**config.mk**
```make
export PLATFORM = sky130hd
export DESIGN_NAME = calc_rr_scheduler_flat
export DESIGN_NICKNAME = d
export VERILOG_FILES = /design/src/rtl/calc_rr_scheduler_if.sv /design/src/rtl/calc_rr_scheduler.sv /design/src/flat_wrapper.sv
export SDC_FILE = /design/constraint.sdc
export NUM_CORES = 1
export LEC_CHECK = 0
export ABC_AREA = 1
export ABC_CLOCK_PERIOD_IN_PS = 2600
export BUFFER_PORTS_ARGS = -buffer_cell sky130_fd_sc_hd__buf_2
export CAP_MARGIN = 30
export CORE_AREA = 8 8 345 347
export CTS_BUF_LIST = sky130_fd_sc_hd__clkbuf_16
export DETAILED_ROUTE_END_ITERATION = 12
export DIE_AREA = 0 0 353 355
export GPL_TIMING_DRIVEN = 1
export PLACE_DENSITY = 0.37
export RECOVER_POWER = 50
export SKIP_LAST_GASP = 1
export SYNTH_ARGS = -nofsm -noshare
export SYNTH_HDL_FRONTEND = slang
export SYNTH_SLANG_ARGS = --single-unit
```
**constraint.sdc**
```tcl
create_clock -name ap_clk -period 2.6 [get_ports ap_clk]
set_input_delay 0.52 -clock ap_clk [delete_from_list [all_inputs] [get_ports ap_clk]]
set_output_delay 0.52 -clock ap_clk [all_outputs]
set_load 0.01 [all_outputs]
```
**src/rtl/calc_rr_scheduler_if.sv**
```systemverilog
// Requester fabric bundle for calc_rr_scheduler: per-requester request
// channels plus the shared, id-tagged response channel.
interface calc_rr_scheduler_if #(
    parameter int unsigned N_REQ = 4,
    parameter int unsigned ID_W  = 2,
    parameter int unsigned DW    = 32
);
    logic [N_REQ-1:0]    req_valid;
    logic [N_REQ-1:0]    req_ready;
    logic [N_REQ*DW-1:0] req_a;
    logic [N_REQ*DW-1:0] req_b;
    logic                rsp_valid;
    logic                rsp_ready;
    logic [DW-1:0]       rsp_data;
    logic [ID_W-1:0]     rsp_id;

    // Requester fabric side.
    modport master (
        output req_valid, req_a, req_b, rsp_ready,
        input  req_ready, rsp_valid, rsp_data, rsp_id
    );

    // Scheduler side.
    modport slave (
        input  req_valid, req_a, req_b, rsp_ready,
        output req_ready, rsp_valid, rsp_data, rsp_id
    );
endinterface

```
**src/rtl/calc_rr_scheduler.sv**
```systemverilog
// calc_rr_scheduler: round-robin sharing of one calculate_2 core between
// N_REQ requesters. One operation in flight: IDLE (grant) -> ISSUE (start
// until done) -> RESP (hold result until accepted).
// Optional feature macro CALC_SCHED_KEY_REG_EN: locking_key becomes a register
// loaded from key_in on key_wr while IDLE; otherwise key_in passes through.
module calc_rr_scheduler #(
    parameter int unsigned N_REQ = 4,
    parameter int unsigned ID_W  = $clog2(N_REQ),
    parameter int unsigned DW    = 32,
    parameter int unsigned KEY_W = 255
) (
    input  logic                ap_clk,
    input  logic                ap_rst,
    calc_rr_scheduler_if.slave  bus,
    output logic                calc_ap_start,
    input  logic                calc_ap_done,
    input  logic                calc_ap_ready,
    output logic [DW-1:0]       calc_a,
    output logic [DW-1:0]       calc_b,
    input  logic [DW-1:0]       calc_ap_return,
    input  logic [KEY_W-1:0]    key_in,
    input  logic                key_wr,
    output logic [KEY_W-1:0]    locking_key
);

    typedef enum logic [1:0] {
        ST_IDLE  = 2'd0,
        ST_ISSUE = 2'd1,
        ST_RESP  = 2'd2
    } state_t;

    state_t            state_q, state_d;
    logic [ID_W-1:0]   rr_ptr_q, rr_ptr_d;
    logic [ID_W-1:0]   cur_id_q, cur_id_d;
    logic [ID_W-1:0]   rsp_id_q, rsp_id_d;
    logic              start_q, start_d;
    logic              rsp_valid_q, rsp_valid_d;
    logic [DW-1:0]     a_q, a_d;
    logic [DW-1:0]     b_q, b_d;
    logic [DW-1:0]     rsp_data_q, rsp_data_d;

    logic              grant_vld_c;
    logic [ID_W-1:0]   grant_id_c;
    logic [DW-1:0]     sel_a_c;
    logic [DW-1:0]     sel_b_c;
    logic [ID_W-1:0]   idx_c;
    logic              unused_sig;

    // Round-robin search starting just after the last granted requester.
    always_comb begin
        grant_vld_c = 1'b0;
        grant_id_c  = '0;
        idx_c       = '0;
        for (int unsigned k = 1; k <= N_REQ; k++) begin
            idx_c = ID_W'((32'(rr_ptr_q) + k) % N_REQ);
            if (!grant_vld_c && bus.req_valid[idx_c]) begin
                grant_vld_c = 1'b1;
                grant_id_c  = idx_c;
            end
        end
    end

    // Operand mux for the granted requester.
    always_comb begin
        sel_a_c = '0;
        sel_b_c = '0;
        for (int unsigned i = 0; i < N_REQ; i++) begin
            if (grant_id_c == ID_W'(i)) begin
                sel_a_c = bus.req_a[i*DW +: DW];
                sel_b_c = bus.req_b[i*DW +: DW];
            end
        end
    end

    // One-cycle grant pulse, only while IDLE and out of reset.
    always_comb begin
        bus.req_ready = '0;
        if (state_q == ST_IDLE && grant_vld_c && !ap_rst) begin
            bus.req_ready[grant_id_c] = 1'b1;
        end
    end

    // Next-state and register update for the scheduling FSM.
    always_comb begin
        state_d     = state_q;
        rr_ptr_d    = rr_ptr_q;
        cur_id_d    = cur_id_q;
        start_d     = start_q;
        a_d         = a_q;
        b_d         = b_q;
        rsp_valid_d = rsp_valid_q;
        rsp_data_d  = rsp_data_q;
        rsp_id_d    = rsp_id_q;
        case (state_q)
            ST_IDLE: begin
                if (grant_vld_c) begin
                    a_d      = sel_a_c;
                    b_d      = sel_b_c;
                    cur_id_d = grant_id_c;
                    rr_ptr_d = grant_id_c;
                    start_d  = 1'b1;
                    state_d  = ST_ISSUE;
                end
            end
            ST_ISSUE: begin
                if (calc_ap_done) begin
                    start_d     = 1'b0;
                    rsp_data_d  = calc_ap_return;
                    rsp_id_d    = cur_id_q;
                    rsp_valid_d = 1'b1;
                    state_d     = ST_RESP;
                end
            end
            ST_RESP: begin
                if (bus.rsp_ready) begin
                    rsp_valid_d = 1'b0;
                    state_d     = ST_IDLE;
                end
            end
            default: begin
                start_d     = 1'b0;
                rsp_valid_d = 1'b0;
                state_d     = ST_IDLE;
            end
        endcase
    end

    // State registers; reset abandons any operation in flight.
    always_ff @(posedge ap_clk) begin
        if (ap_rst) begin
            state_q     <= ST_IDLE;
            rr_ptr_q    <= ID_W'(N_REQ - 1);
            cur_id_q    <= '0;
            start_q     <= 1'b0;
            a_q         <= '0;
            b_q         <= '0;
            rsp_valid_q <= 1'b0;
            rsp_data_q  <= '0;
            rsp_id_q    <= '0;
        end else begin
            state_q     <= state_d;
            rr_ptr_q    <= rr_ptr_d;
            cur_id_q    <= cur_id_d;
            start_q     <= start_d;
            a_q         <= a_d;
            b_q         <= b_d;
            rsp_valid_q <= rsp_valid_d;
            rsp_data_q  <= rsp_data_d;
            rsp_id_q    <= rsp_id_d;
        end
    end

    assign calc_ap_start = start_q;
    assign calc_a        = a_q;
    assign calc_b        = b_q;
    assign bus.rsp_valid = rsp_valid_q;
    assign bus.rsp_data  = rsp_data_q;
    assign bus.rsp_id    = rsp_id_q;

`ifdef CALC_SCHED_KEY_REG_EN
    logic [KEY_W-1:0] key_q, key_d;

    // Key loads only between operations so the core never sees it change mid-op.
    always_comb begin
        key_d = key_q;
        if (key_wr && state_q == ST_IDLE) begin
            key_d = key_in;
        end
    end

    // Key register.
    always_ff @(posedge ap_clk) begin
        if (ap_rst) begin
            key_q <= '0;
        end else begin
            key_q <= key_d;
        end
    end

    assign locking_key = key_q;
    assign unused_sig  = calc_ap_ready;
`else
    assign locking_key = key_in;
    assign unused_sig  = calc_ap_ready ^ key_wr;
`endif

endmodule

```
**src/flat_wrapper.sv**
```systemverilog
// flat-port wrapper written by rule: the top's interface ports become plain ports
module calc_rr_scheduler_flat 
#(
    parameter int unsigned N_REQ = 4,
    parameter int unsigned ID_W  = $clog2(N_REQ),
    parameter int unsigned DW    = 32,
    parameter int unsigned KEY_W = 255
)
  (ap_clk, ap_rst, calc_ap_start, calc_ap_done, calc_ap_ready, calc_a, calc_b, calc_ap_return, key_in, key_wr, locking_key, bus_req_valid, bus_req_a, bus_req_b, bus_rsp_ready, bus_req_ready, bus_rsp_valid, bus_rsp_data, bus_rsp_id);
  calc_rr_scheduler_if #(.N_REQ(N_REQ), .ID_W(ID_W), .DW(DW)) bus_i ();
  input  logic ap_clk;
  input  logic ap_rst;
  output logic calc_ap_start;
  input  logic calc_ap_done;
  input  logic calc_ap_ready;
  output logic [DW-1:0] calc_a;
  output logic [DW-1:0] calc_b;
  input  logic [DW-1:0] calc_ap_return;
  input  logic [KEY_W-1:0] key_in;
  input  logic key_wr;
  output logic [KEY_W-1:0] locking_key;
  input wire logic [$bits(bus_i.req_valid)-1:0] bus_req_valid;
  input wire logic [$bits(bus_i.req_a)-1:0] bus_req_a;
  input wire logic [$bits(bus_i.req_b)-1:0] bus_req_b;
  input wire logic [$bits(bus_i.rsp_ready)-1:0] bus_rsp_ready;
  output wire logic [$bits(bus_i.req_ready)-1:0] bus_req_ready;
  output wire logic [$bits(bus_i.rsp_valid)-1:0] bus_rsp_valid;
  output wire logic [$bits(bus_i.rsp_data)-1:0] bus_rsp_data;
  output wire logic [$bits(bus_i.rsp_id)-1:0] bus_rsp_id;
  assign bus_i.req_valid = bus_req_valid;
  assign bus_i.req_a = bus_req_a;
  assign bus_i.req_b = bus_req_b;
  assign bus_i.rsp_ready = bus_rsp_ready;
  assign bus_req_ready = bus_i.req_ready;
  assign bus_rsp_valid = bus_i.rsp_valid;
  assign bus_rsp_data = bus_i.rsp_data;
  assign bus_rsp_id = bus_i.rsp_id;
  calc_rr_scheduler #(.N_REQ(N_REQ), .ID_W(ID_W), .DW(DW), .KEY_W(KEY_W)) u_core (.ap_clk(ap_clk), .ap_rst(ap_rst), .bus(bus_i), .calc_ap_start(calc_ap_start), .calc_ap_done(calc_ap_done), .calc_ap_ready(calc_ap_ready), .calc_a(calc_a), .calc_b(calc_b), .calc_ap_return(calc_ap_return), .key_in(key_in), .key_wr(key_wr), .locking_key(locking_key));
endmodule
```
After elaboration in Yosys (flattened, before gate mapping). Cells that the tools add are included.

Register bits: 106. Input port bits: 553. Output and inout port bits: 359. Logic and storage cells: 83.

$add $sub $neg: 4. Order comparisons: 6. Eq/ne operators: 8. Muxes and demuxes: 37. Bitwise logic cells: 2. Reductions and logical operators: 17.

Operator list (number): two-way mux 32 bit (8); less-than comparator 2 x 3 -> 1 bit (second input constant) (5); two-way mux 2 bit (7); two-way mux 1 bit (13); AND reduction 3 bit (3); binary-select mux 1 bit (select 2 bit) (4); == test 2 bit (second input constant) (3); logical AND 1 bit (6); case mux 1 bit (3 select lines) (2); case mux 2 bit (3 select lines) (1); adder 2 x 1 -> 2 bit (second input constant) (2); adder 2 bit (second input constant) (2); == test 2 x 1 -> 1 bit (second input constant) (2); zero test 1 bit (4); zero test 2 bit (2); two-way mux 4 bit (1); inequality test 2 bit (second input constant) (2); AND reduction 2 bit (2); demux 1 bit (select 2 bit) (1); >= comparator 2 x 1 -> 1 bit (second input constant) (1); inequality test 2 x 1 -> 1 bit (second input constant) (1); inverter 1 bit (2).

Logic depth before layout (Yosys ltp). Gate-level depths: netlist of run 1.

Depth in word-level cells: 18. Mapped depth: 19. Mapped depth without buffers: 16.

Worst setup path after synthesis of run 1. Ideal clock, no wire load.

Path kind: input to output. From: input port bus_req_valid[2]. To: output port bus_req_ready[0]. Arrival time: 1.829 ns. Data required time: 2.080 ns. Path slack: 0.251 ns. Cell stages on the path: 11. Path buffers: 1. Cell sequence: inv_1 nand2_1 nand2_1 nor2_1 nor2_1 nand3_1 nand2_1 inv_1 clkbuf_1 nand2_1 nor3_1.

Longest elaborated chain between the ends: 17. Elaborated cells on any way between the ends: 30. Classes of those cells: order compare: 2; mux: 19; reduce/logical: 9.

RTL lines: start, declared (RTL line flat_wrapper.sv:22) `input wire logic [$bits(bus_i.req_valid)-1:0] bus_req_valid;`; binary-select mux 1 bit (select 2 bit) (RTL line calc_rr_scheduler.sv:56) `if (!grant_vld_c && bus.req_valid[idx_c]) begin`; two-way mux 1 bit (not written as such) (RTL line calc_rr_scheduler.sv:56); two-way mux 1 bit (RTL line calc_rr_scheduler.sv:56); zero test 1 bit (RTL line calc_rr_scheduler.sv:56); logical AND 1 bit (RTL line calc_rr_scheduler.sv:56); two-way mux 1 bit (RTL line calc_rr_scheduler.sv:56); zero test 1 bit (RTL line calc_rr_scheduler.sv:56); logical AND 1 bit (RTL line calc_rr_scheduler.sv:56); two-way mux 1 bit (RTL line calc_rr_scheduler.sv:56); zero test 1 bit (RTL line calc_rr_scheduler.sv:56); logical AND 1 bit (RTL line calc_rr_scheduler.sv:56); two-way mux 2 bit (RTL line calc_rr_scheduler.sv:56); less-than comparator 2 x 3 -> 1 bit (not written as such) / >= comparator 2 x 1 -> 1 bit (equally long branches) (RTL line calc_rr_scheduler.sv:79) `bus.req_ready[grant_id_c] = 1'b1;`; logical AND 1 bit (not written as such) (RTL line calc_rr_scheduler.sv:79); two-way mux 1 bit (not written as such) (RTL line calc_rr_scheduler.sv:79); demux 1 bit (select 2 bit); two-way mux 4 bit * (RTL line calc_rr_scheduler.sv:78) `if (state_q == ST_IDLE && grant_vld_c && !ap_rst) begin`; end, declared (RTL line flat_wrapper.sv:26) `output wire logic [$bits(bus_i.req_ready)-1:0] bus_req_ready;`.

Mark *: on every way between the ends. The rest lies on a longest branch, timed or not. The select of a mux whose other input is x is not followed.

Final worst setup path of run 1.
From: register u_core.rr_ptr_q[0]. To: register u_core.a_q[17], in the netlist u_core.calc_a[17].

Longest elaborated chain between the ends: 18. Elaborated cells on any way between the ends: 35. Classes of those cells: add/sub: 4; eq/ne: 3; mux: 20; reduce/logical: 8.

RTL lines: start, declared (RTL line calc_rr_scheduler.sv:33) `logic [ID_W-1:0] rr_ptr_q, rr_ptr_d;`; start signal, assigned (RTL line calc_rr_scheduler.sv:132) `rr_ptr_q <= ID_W'(N_REQ - 1);`; start signal, assigned (RTL line calc_rr_scheduler.sv:142) `rr_ptr_q <= rr_ptr_d;`; adder 2 x 1 -> 2 bit (RTL line calc_rr_scheduler.sv:55) `idx_c = ID_W'((32'(rr_ptr_q) + k) % N_REQ);`; binary-select mux 1 bit (select 2 bit) (RTL line calc_rr_scheduler.sv:56); two-way mux 1 bit (not written as such) (RTL line calc_rr_scheduler.sv:56); two-way mux 1 bit (RTL line calc_rr_scheduler.sv:56); zero test 1 bit (RTL line calc_rr_scheduler.sv:56); logical AND 1 bit (RTL line calc_rr_scheduler.sv:56); two-way mux 1 bit (RTL line calc_rr_scheduler.sv:56); zero test 1 bit (RTL line calc_rr_scheduler.sv:56); logical AND 1 bit (RTL line calc_rr_scheduler.sv:56); two-way mux 1 bit (RTL line calc_rr_scheduler.sv:56); zero test 1 bit (RTL line calc_rr_scheduler.sv:56); logical AND 1 bit (RTL line calc_rr_scheduler.sv:56); two-way mux 2 bit (RTL line calc_rr_scheduler.sv:56); zero test 2 bit (RTL line calc_rr_scheduler.sv:68) `if (grant_id_c == ID_W'(i)) begin`; two-way mux 32 bit (4 in series) (RTL line calc_rr_scheduler.sv:68); end signal, assigned (RTL line calc_rr_scheduler.sv:135) `a_q <= '0;`; end signal, assigned (RTL line calc_rr_scheduler.sv:145) `a_q <= a_d;`; end, declared (RTL line calc_rr_scheduler.sv:38) `logic [DW-1:0] a_q, a_d;`.

Several ways; a longest one is shown, not always the timed one. The select of a mux whose other input is x is not followed. A chain may end at the register's enable or synchronous reset.

==> qor.txt, run 1 <==
Grt total ovfl -> 0
ANT nets after route -> 0
Leak -> 5.02 nW
Syn_area_per_cell -> 6.58 sq um
Core Area -> 114000 sq um
Met1 Use GR -> 7.99%
Main synth FF type -> dfxtp_1
Leading area contributor after synthesis -> dfxtp_1
Max Freq -> 0.382 GHz
Post-synth top area share -> 26.6%
Critical Path RT -> 2.96 ns
Flops & latches, synth -> 106
GPL Wtd Cong -> 0.854
M3 GR Usage -> 7.47%
Unique masters post-synth -> 23
RSZ-0062 raised after global routing -> true
Top Ports -> 912
Vias in the first global route -> 8913
CTS tree -> yes
Final Setup Violations -> 2
Slew HR -> 56.9%
Iter 0 DRT Violations -> 490
Global routing's busiest layer -> met2
Worst VDD drop -> 0.755 mV
Met2 usage -> 15.8%
Clock buffer depth -> 2
Commonest cells post-synth -> 261 x buf_4, 261 x nand2_1, 169 x nand3_1
Setup crit end kind -> register
CTS Sinks -> 106
Clock root cell -> clkbuf_16
Die H -> 355 um
Period minus WS final -> 2.62 ns
Failing checks -> negative setup slack
Cts bufs inserted -> 9
H-tree Lvls -> 3
Register area share after synthesis -> 26.6%
DIE AREA -> 125000 sq um
Largest net degree at the start of global routing -> 94
Hpwl dp -> 50.7 mm
Clock latency on the worst-skew pair -> 0.43 ns
Cell area after layout -> 11700 sq um
Routed via count -> 8864
Synth-to-layout area growth -> 46.5%
Post-synth ARST share -> 0%
Setup WS post-layout -> -0.0155 ns
Vias/cell -> 3.03
Post-synth EDFFs -> 0
Nets -> 1958
GRT Overall Usage -> 9.23%
Area contributors post-synth -> dfxtp_1 27%, buf_4 25%, nand2_1 12%
Number of cell rows -> 124
First-pass GRT wire length -> 78.8 mm
Post-Syn Instances -> 1211
Period utilisation layout -> 101%
Initial antenna violation count -> 11
Residual DRC count -> 0
Final WL -> 64.6 mm
Skew final -> 0.0166 ns
PwrDens -> 1560 nW/um^2
Worst-path fanout max -> 7
Share of cells above drive strength 1 -> 45.2%
Status -> finished, violations left
DIE WIDTH -> 353 um
Hold_buf cts -> 0
Syn_nets -> 1764
Least-Margin Pin Slew -> 0.647 ns
Yosys warnings -> 0
CTS clk-pin slew, worst paths -> 0.09 ns
CP arrival -> 2.98 ns
Worst Hold Class -> in -> reg
Max cap viols -> 0
Min Hold Slack -> 0.347 ns
Crit path kind -> reg -> reg
TritonRoute pass-1 iters -> 5
Final hold violations -> 0
Post-DP Area -> 10400 sq um
Wire per inst -> 22.1 um
Starting Density -> 7.02%
CP startpoint kind -> register
Final max-slew violation count -> 0
Port Buffers -> 399
Syn Std Cell Area -> 7970 sq um
[critical path, cell delays in order, from the launching register on]
cell and delay, ns:
dfxtp_4 0.44, buf_6 0.15, nand2_2 0.07, nand2_4 0.07, nand2_4 0.06, buf_6 0.11
a21boi_2 0.13, nand2_2 0.08, buf_4 0.14, buf_4 0.12, buf_4 0.13, nor2_4 0.14
buf_6 0.13, buf_12 0.14, buf_8 0.13, nand3_1 0.07, nand4_1 0.22, nand2_1 0.11
a21oi_2 0.11
[layout by cell type, fill, tap and decap left out, drive strengths merged]
| cell | count |
|---|---|
| nor2 | 33 |
| diode | 7 |
| nand4 | 65 |
| clkinv | 4 |
| a21boi | 1 |
| dfxtp | 106 |
| nor3 | 2 |
| inv | 70 |
| o211ai | 2 |
| nand2 | 268 |
| o21ai | 65 |
| nand3 | 169 |
| buf | 513 |
| nand3b | 1 |
| clkbuf | 15 |
| a21oi | 93 |
| clkinvlp | 2 |
| o41ai | 1 |
[sequential cells by signal, indices dropped and copies added (netlist names)]
signal and count:
u_core.bus.rsp_data 32, u_core.calc_ap_start 1, u_core.bus.rsp_id 2, u_core.calc_a 32, u_core.state_q 2, u_core.calc_b 32, u_core.cur_id_q 2, u_core.rr_ptr_q 2
u_core.bus.rsp_valid 1
[logic make-up (layout without fill, tap and decap cells)]
kind of cell	count (synthesis)	in the layout	synth area share (%)
AND/OR/NAND/NOR	538	538	30.6
buffers and inverters	405	604	32.4
AO/OA/AOI/OAI	162	162	10.4
flip-flops	106	106	26.6
other	0	7	0
[what timing repair did]
| action | 4_1_cts | 5_1_grt |
|---|---|---|
| resized for setup | 41 | 85 |
| pin swaps | 16 | 53 |
| endpoints found under the setup margin | 5 | 60 |
| gates cloned | 0 | 11 |
| setup buffers | 14 | 19 |
[layout make-up]
| cell class | instances | area [sq um] |
|---|---|---|
| timing repair inverter | 1 | 6.26 |
| antenna | 7 | 17.5 |
| clock buffer | 9 | 225 |
| sequential | 106 | 2130 |
| timing repair buffer | 519 | 3440 |
| inverter | 68 | 275 |
| clock inverter | 7 | 57.6 |
| multi-input combinational | 700 | 3630 |
| fill | 13500 | 102000 |
| tap | 1512 | 1890 |
[worst paths after layout]
path	start	endpoint	slack [ns]	cells after the start
min reg2reg	u_core.bus.rsp_data[18]	u_core.bus.rsp_data[18]	0.46	2
max	u_core.rr_ptr_q[0]	u_core.calc_a[17]	-0.02	18
min	calc_ap_return[11]	u_core.bus.rsp_data[11]	0.35	3
max reg2reg	u_core.rr_ptr_q[0]	u_core.calc_a[17]	-0.02	18
[routing by layer]
layer | routed length, um | vias up | share of wire (%)
li1 | - | 4115 | -
met1 | 20200 | 3959 | 31
met2 | 31600 | 685 | 49
met3 | 10600 | 91 | 16
met4 | 1940 | 14 | 3.0
met5 | 246 | - | 0.38
[report_power, final]
group          internal [mW]  switching, mW  total [mW]
registers               2.06          0.220        2.28
logic                   5.81           8.55        14.4
clock network          0.660          0.858        1.52
total                   8.53           9.63        18.2
[per-stage QoR]
step                setup WS (ns)  util (%)  setup TNS [ns]  total power, mW  instances
floorplan                   0.251         -               0             8.59       1211
CTS                       -0.0975      9.60          -0.377             16.0       2893
global route               -0.181      10.3           -3.03             19.8       2924
global placement          -0.0990      9.13          -0.448             13.8       2863
detailed placement         -0.106      9.13          -0.448             13.8       2863
finish                    -0.0155      10.3         -0.0192             18.2       2929
(Power assumes the default switching activity.)
==> inputs of run 2 (changes only) <==
- BUFFER_PORTS_ARGS: -buffer_cell sky130_fd_sc_hd__buf_2 -> -buffer_cell sky130_fd_sc_hd__buf_4
==> run 2 against run 1 <==
- the flow still finishes with violations (negative setup slack)
- non-clock buffer count shrank 16
- global-route usage increased by 0.24 points
- cell count is 0.79% lower
- utilization increased by 0.41 points
==> qor.txt, run 2 (synthesis gave the netlist of run 1 again) <==
Setup WS post-layout -> -0.00612 ns (+0.00936 ns)
Crit path kind -> reg -> out
Net Sw Frac -> 52.3% (-0.73 points)
Residual DRC count -> 0 (unchanged)
Status -> finished, violations left
Largest net degree at the start of global routing -> 94 (unchanged)
Vias/cell -> 3.03 (about the same)
Met2 usage -> 16.2% (+0.35 points)
Share of cells above drive strength 1 -> 42.0% (-3.2 points)
Wire per inst -> 21.6 um (-2.2%)
Die H -> 355 um (unchanged)
Worst Hold Class -> in -> reg
Least-Margin Pin Slew -> 0.762 ns (+0.115 ns)
Register-to-register setup slack -> 0.09 ns (+0.11 ns)
Global routing's busiest layer -> met2
Clock latency on the worst-skew pair -> 0.42 ns (about the same)
Iter 0 DRT Violations -> 406 (-17%)
Slew HR -> 49.2% (-7.7 points)
R2R cell count -> 19 (+1)
CP startpoint kind -> register
CP most frequent cell -> buf_6
Fin util -> 10.7% (+0.41 points)
Top Ports -> 912 (unchanged)
RSZ-0062 raised after global routing -> true
Final Setup Violations -> 3 (+1)
Period minus WS final -> 2.61 ns (-0.00936 ns)
First-pass GRT wire length -> 81.6 mm (+3.5%)
Reg-to-reg endpoint -> u_core.calc_a[30]
Vias in the first global route -> 9189 (+3.1%)
Share of power burned in registers -> 13.7% (+1.1 points)
Critical Path RT -> 2.08 ns (-0.88 ns)
Logic pwr share -> 76.5% (-2.6 points)
Final hold violations -> 0 (unchanged)
Worst VDD drop -> 0.772 mV (+2.3%)
TritonRoute pass-1 iters -> 5 (unchanged)
Cts bufs inserted -> 9 (unchanged)
ANT nets after route -> 0 (unchanged)
Most frequent cells in the layout -> 473 x buf_4, 246 x nand2_1, 166 x nand3_1
Number of cell rows -> 124 (unchanged)
Setup crit end kind -> output pin
Initial antenna violation count -> 6 (-5)
Cell area after layout -> 12100 sq um (+4.0%)
Commonest non-fill, non-tap cell in the layout -> buf_4
CTS clk-pin slew, worst paths -> 0.10 ns (about the same)
Switch Pwr -> 8.80 mW (-8.6%)
Nets -> 1941 (-0.87%)
Core Area -> 114000 sq um (unchanged)
Worst Setup SP -> u_core.rr_ptr_q[0]
Grt total ovfl -> 0 (unchanged)
Failing checks -> negative setup slack
Skew final -> 0.0162 ns (-0.000335 ns)
Critical-path cell list -> buf_6 > nand2_1 > nand2_2 > nand2_4 > buf_6 > a21boi_2 > nand2_2 > inv_4 > nand2_8 > buf_12 > nor3_4 > buf_6
Clock buffer depth -> 2 (unchanged)
Layout Cells excl Fill -> 2906 (-0.79%)
DP Worst Slack -> -0.132 ns (-0.0262 ns)
H-tree Lvls -> 3 (unchanged)
Hpwl dp -> 51.3 mm (+1.1%)
Worst-path fanout max -> 5 (-2)
Final max-slew violation count -> 0 (unchanged)
GPL Wtd Cong -> 0.837 (-1.9%)
Dpl cells -> 2863 (unchanged)
Period utilisation layout -> 100% (-0.36 points)
Synth-to-layout area growth -> 52.3%
Cell Int Power -> 8.03 mW (-5.9%)
Hold Path Sink -> u_core.bus.rsp_data[11]
DIE WIDTH -> 353 um (unchanged)
Clock Power Share -> 9.8% (+1.4 points)
Final WL -> 62.7 mm (-2.9%)
Hold Path Depth -> 3 (unchanged)
CTS tree -> yes
PwrDens -> 1390 nW/um^2 (-11%)
GRT Overall Usage -> 9.47% (+0.24 points)
Clock root cell -> clkbuf_16
Max cap viols -> 0 (unchanged)
CP max stage delay -> 0.39 ns (-0.05 ns)
DIE AREA -> 125000 sq um (unchanged)
CP arrival -> 2.09 ns (-0.89 ns)
Starting Density -> 7.02% (unchanged)
CTS Sinks -> 106 (unchanged)
Post-Route Setup TNS -> -0.0148 ns (+0.00434 ns)
Post-DP Area -> 11400 sq um (+9.5%)
Routed via count -> 8803 (-0.69%)
M3 GR Usage -> 7.08% (-0.39 points)
Leak -> 5.09 nW (+1.4%)
Met1 Use GR -> 8.73% (+0.74 points)
Hold Startpoint -> calc_ap_return[11]
Reg-to-Reg Start -> u_core.rr_ptr_q[0]
Port Buffers -> 399 (unchanged)
Critical-path top delay cell -> dfxtp_4
Max Freq -> 0.384 GHz (+0.36%)
run 2: power by group through the flow:
stage	logic [mW]	registers [mW]	clock network [mW]
after floorplan	6.15	2.44	0
after global placement	11.9	2.32	0
after global routing	14.3	2.36	1.86
final	12.9	2.31	1.65
after CTS	12.7	2.31	1.85
after detailed placement	11.9	2.33	0
run 2: repair_timing:
action,4_1_cts,5_1_grt
pin swaps,13,7
gates resized for setup,40,21
hold buffers,0,0
buffers inserted,16,8
cloned,1,2
setup endpoints to repair,6,19
run 2: critical path, delay by kind of cell (launching register included):
| family | cells | cell delay [ns] |
|---|---|---|
| buffers and inverters | 5 | 0.59 |
| AOI/OAI and AO/OA | 1 | 0.12 |
| DFF | 1 | 0.39 |
| and+or+nand+nor | 6 | 0.58 |
run 2: how the worst max path moves through the flow:
stage / endpoint / slack, ns
global route: bus_req_ready[2] / -0.17
floorplan: bus_req_ready[0] / 0.25
detailed placement: u_core.calc_a[9] / -0.13
finish: bus_req_ready[1] / -0.006
CTS: bus_req_ready[0] / -0.14
global placement: u_core.calc_a[9] / -0.12
run 2: stage by stage:
step,power [mW],hold WS [ns]
finish,16.8,0.367
global route,18.6,0.339
CTS,16.9,0.290
detailed placement,14.2,0.453
global placement,14.2,0.449
floorplan,8.59,0.445
run 2: metal layers:
metal,routed length (um),vias up
li1,-,4082
met1,20700,3971
met2,30100,659
met3,10000,77
met4,1680,14
met5,256,-
run 2: area by class of cell:
type / instances / area (sq um)
well taps: 1512 / 1890
diodes: 1 / 2.50
clock inverters: 7 / 86.3
clock buffers: 9 / 225
fillers: 13400 / 101000
inverters: 68 / 273
flip-flops and latches: 106 / 2130
multi-input cells: 700 / 3420
repair buffers: 503 / 4110
==> inputs of run 3 (changes only) <==
- ABC_AREA: 1 -> unset
==> run 3 against run 2 <==
- the flow now finishes without violations
- cell count down 8.4%
- clock skew shrank 0.0022 ns
- synthesized cell count decreased by 17%
- critical path depth down 6
- area after synthesis about the same
- sequential power fell by 16%
- die area did not move
- global-route usage fell by 1.8 points
- first-iteration DRC count fell by 28%
- highest routed layer unchanged
==> qor.txt, run 3 <==
CTS tree -> yes
Setup crit end kind -> output pin
Flops & latches, synth -> 106 (unchanged)
Final WL -> 50.0 mm (-20%)
Worst Hold Class -> in -> reg
Max cap viols -> 0 (unchanged)
Reg-to-reg endpoint -> u_core.calc_a[14]
Main synth FF type -> dfxtp_1
Syn Std Cell Area -> 7980 sq um (about the same)
H-tree Lvls -> 3 (unchanged)
Yosys warnings -> 0 (unchanged)
DIE WIDTH -> 353 um (unchanged)
Layout Cells excl Fill -> 2661 (-8.4%)
Crit path kind -> reg -> out
Final Setup Violations -> 0 (-3)
Core Area -> 114000 sq um (unchanged)
Reg-to-Reg Start -> u_core.rr_ptr_q[0]
Initial antenna violation count -> 5 (-1)
Grt total ovfl -> 0 (unchanged)
Worst VDD drop -> 0.258 mV (-67%)
Hold_buf cts -> 0 (unchanged)
Clock Power Share -> 27.6% (+18 points)
Clock latency on the worst-skew pair -> 0.41 ns (about the same)
Most common cell in the netlist -> buf_4
Register area share after synthesis -> 26.6% (about the same)
Wire per inst -> 18.8 um (-13%)
Number of cell rows -> 124 (unchanged)
GPL Wtd Cong -> 0.740 (-12%)
RSZ-0062 raised after global routing -> false
Post-Syn Instances -> 1010 (-17%)
Leak -> 4.68 nW (-7.9%)
Critical-path cell list -> or3_1 > nor2_4 > nand2_1 > buf_4 > nor2_1 > buf_4
Vias/cell -> 2.83 (-6.7%)
Largest net degree at the start of global routing -> 77 (-18%)
First-pass GRT wire length -> 67.0 mm (-18%)
Share of power burned in registers -> 35.4% (+22 points)
DIE AREA -> 125000 sq um (unchanged)
Worst Setup SP -> u_core.state_q[1]
Vias in the first global route -> 7922 (-14%)
CP max stage delay -> 0.44 ns (+0.05 ns)
Cell Int Power -> 3.49 mW (-57%)
Slew HR -> 48.9% (-0.30 points)
GRT Overall Usage -> 7.62% (-1.8 points)
Nets -> 1690 (-13%)
Synth-to-layout area growth -> 43.6%
Worst-path fanout max -> 9 (+4)
CP startpoint kind -> register
ANT nets after route -> 0 (unchanged)
TritonRoute pass-1 iters -> 4 (-1)
Residual DRC count -> 0 (unchanged)
Top Ports -> 912 (unchanged)
Syn_area_per_cell -> 7.90 sq um (+20%)
PwrDens -> 480 nW/um^2 (-65%)
Share of cells above drive strength 1 -> 42.6% (+0.56 points)
Final max-slew violation count -> 0 (unchanged)
Critical-path top delay cell -> or3_1
CTS clk-pin slew, worst paths -> 0.10 ns (about the same)
Cts bufs inserted -> 9 (unchanged)
Clock root cell -> clkbuf_16
Syn_nets -> 1563 (-11%)
Period utilisation layout -> 93.3% (-6.9 points)
Starting Density -> 7.02% (about the same)
Post-Route Setup TNS -> 0 ns (+0.0148 ns)
Net Sw Frac -> 36.5% (-16 points)
Hpwl dp -> 41.7 mm (-19%)
Crit path to -> bus_req_ready[1]
Dpl cells -> 2637 (-7.9%)
Switch Pwr -> 2.01 mW (-77%)
Most frequent cells in the layout -> 436 x buf_4, 130 x nand2_1, 104 x dfxtp_1
Max Freq -> 0.412 GHz (+7.4%)
Logic pwr share -> 37.0% (-40 points)
CP arrival -> 1.91 ns (-0.18 ns)
Post-synth EDFFs -> 0 (unchanged)
Status -> completed
Period minus WS final -> 2.43 ns (-0.179 ns)
Leading area contributor after synthesis -> dfxtp_1
R2R cell count -> 8 (-11)
Area contributors post-synth -> dfxtp_1 27%, buf_4 24%, mux2i_1 9.5%
Critical Path RT -> 2.08 ns (about the same)
CTS Sinks -> 106 (unchanged)
CP most frequent cell -> buf_4
Routed via count -> 7523 (-15%)
Unique masters post-synth -> 38 (+65%)
Iter 0 DRT Violations -> 291 (-28%)
Least-Margin Pin Slew -> 0.767 ns (+0.00451 ns)
Die H -> 355 um (unchanged)
Commonest cells post-synth -> 258 x buf_4, 131 x nand2_1, 106 x dfxtp_1
Post-synth top area share -> 26.6% (about the same)
Commonest non-fill, non-tap cell in the layout -> buf_4
Final hold violations -> 0 (unchanged)
Post-synth ARST share -> 0% (unchanged)
Clock buffer depth -> 2 (unchanged)
Port Buffers -> 399 (unchanged)
Skew final -> 0.0140 ns (-0.00221 ns)
Register-to-register setup slack -> 0.37 ns (+0.28 ns)
run 3: changes by cell type in the layout (fill, tap and decap cells not counted), moves of 37 or more:
cell and change:
nand3_1 -166, nand2_1 -116, mux2i_1 +76, nand4_1 -65, a31oi_1 +52, and4_1 +52, a21oi_1 -51, o21ai_0 -47
o211ai_1 +43, buf_4 -37
run 3: timing repair:
action	4_1_cts	5_1_grt
setup endpoints to repair	1	2
resized for setup	1	3
hold endpoints to repair	0	0
setup buffers	0	1
pin swaps	0	1
run 3: worst min path at each step:
stage / end / depth (start not counted) / slack (ns) / from
floorplan: u_core.bus.rsp_id[1] / 2 / 0.43 / u_core.cur_id_q[1]
global placement: u_core.bus.rsp_data[13] / 2 / 0.44 / u_core.bus.rsp_data[13]
detailed placement: u_core.bus.rsp_data[4] / 2 / 0.45 / u_core.bus.rsp_data[4]
CTS: u_core.bus.rsp_data[22] / 3 / 0.27 / calc_ap_return[22]
global route: u_core.bus.rsp_data[21] / 3 / 0.30 / calc_ap_return[21]
finish: u_core.bus.rsp_data[13] / 3 / 0.34 / calc_ap_return[13]
run 3: metal layers:
metal	up-vias	global-route usage (%)	routed length, um
li1	3497	-	-
met1	3391	8.28	19700
met2	576	11.8	21700
met3	57	5.51	7530
met4	2	2.07	980
met5	-	0.538	93
run 3: power groups by stage:
| stage | registers (mW) | clock network [mW] | logic [mW] |
|---|---|---|---|
| 6_report | 1.94 | 1.52 | 2.04 |
| 4_1_cts | 1.95 | 1.67 | 2.09 |
| 5_1_grt | 1.97 | 1.67 | 2.21 |
| 2_1_floorplan | 2.04 | 0 | 1.21 |
| 3_3_place_gp | 1.98 | 0 | 2.09 |
| 3_5_place_dp | 1.98 | 0 | 2.08 |
run 3: final cells by class:
cell class | instances | area (sq um)
fillers | 13400 | 102000
repair buffers | 448 | 3510
multi-input cells | 518 | 3410
flip-flops and latches | 106 | 2120
well taps | 1512 | 1890
clock buffers | 9 | 225
inverters | 54 | 203
clock inverters | 7 | 61.3
diodes | 7 | 17.5
run 3: cells by family after synthesis:
family	share of synthesized area (%)
buf+inv	31.2
simple gates	15.0
compound gates	17.7
flops	26.6
mux	9.54
run 3: worst max-delay path, delay by kind of cell, from the launching register on:
family                 cells  cell delay (ns)
buffers and inverters      2             0.33
DFF                        1             0.38
and+or+nand+nor            4             0.78
run 3: metrics by stage:
stage	hold WS, ns	power, mW	util, %	area [sq um]	worst slack, ns
final	0.336	5.50	10.1	11500	0.173
after global routing	0.304	5.85	10.1	11400	0.0236
after CTS	0.272	5.71	10.1	11400	0.0176
after detailed placement	0.450	4.07	9.80	11100	0.183
after global placement	0.443	4.06	9.80	11100	0.192
after floorplan	0.432	3.24	-	7980	0.418
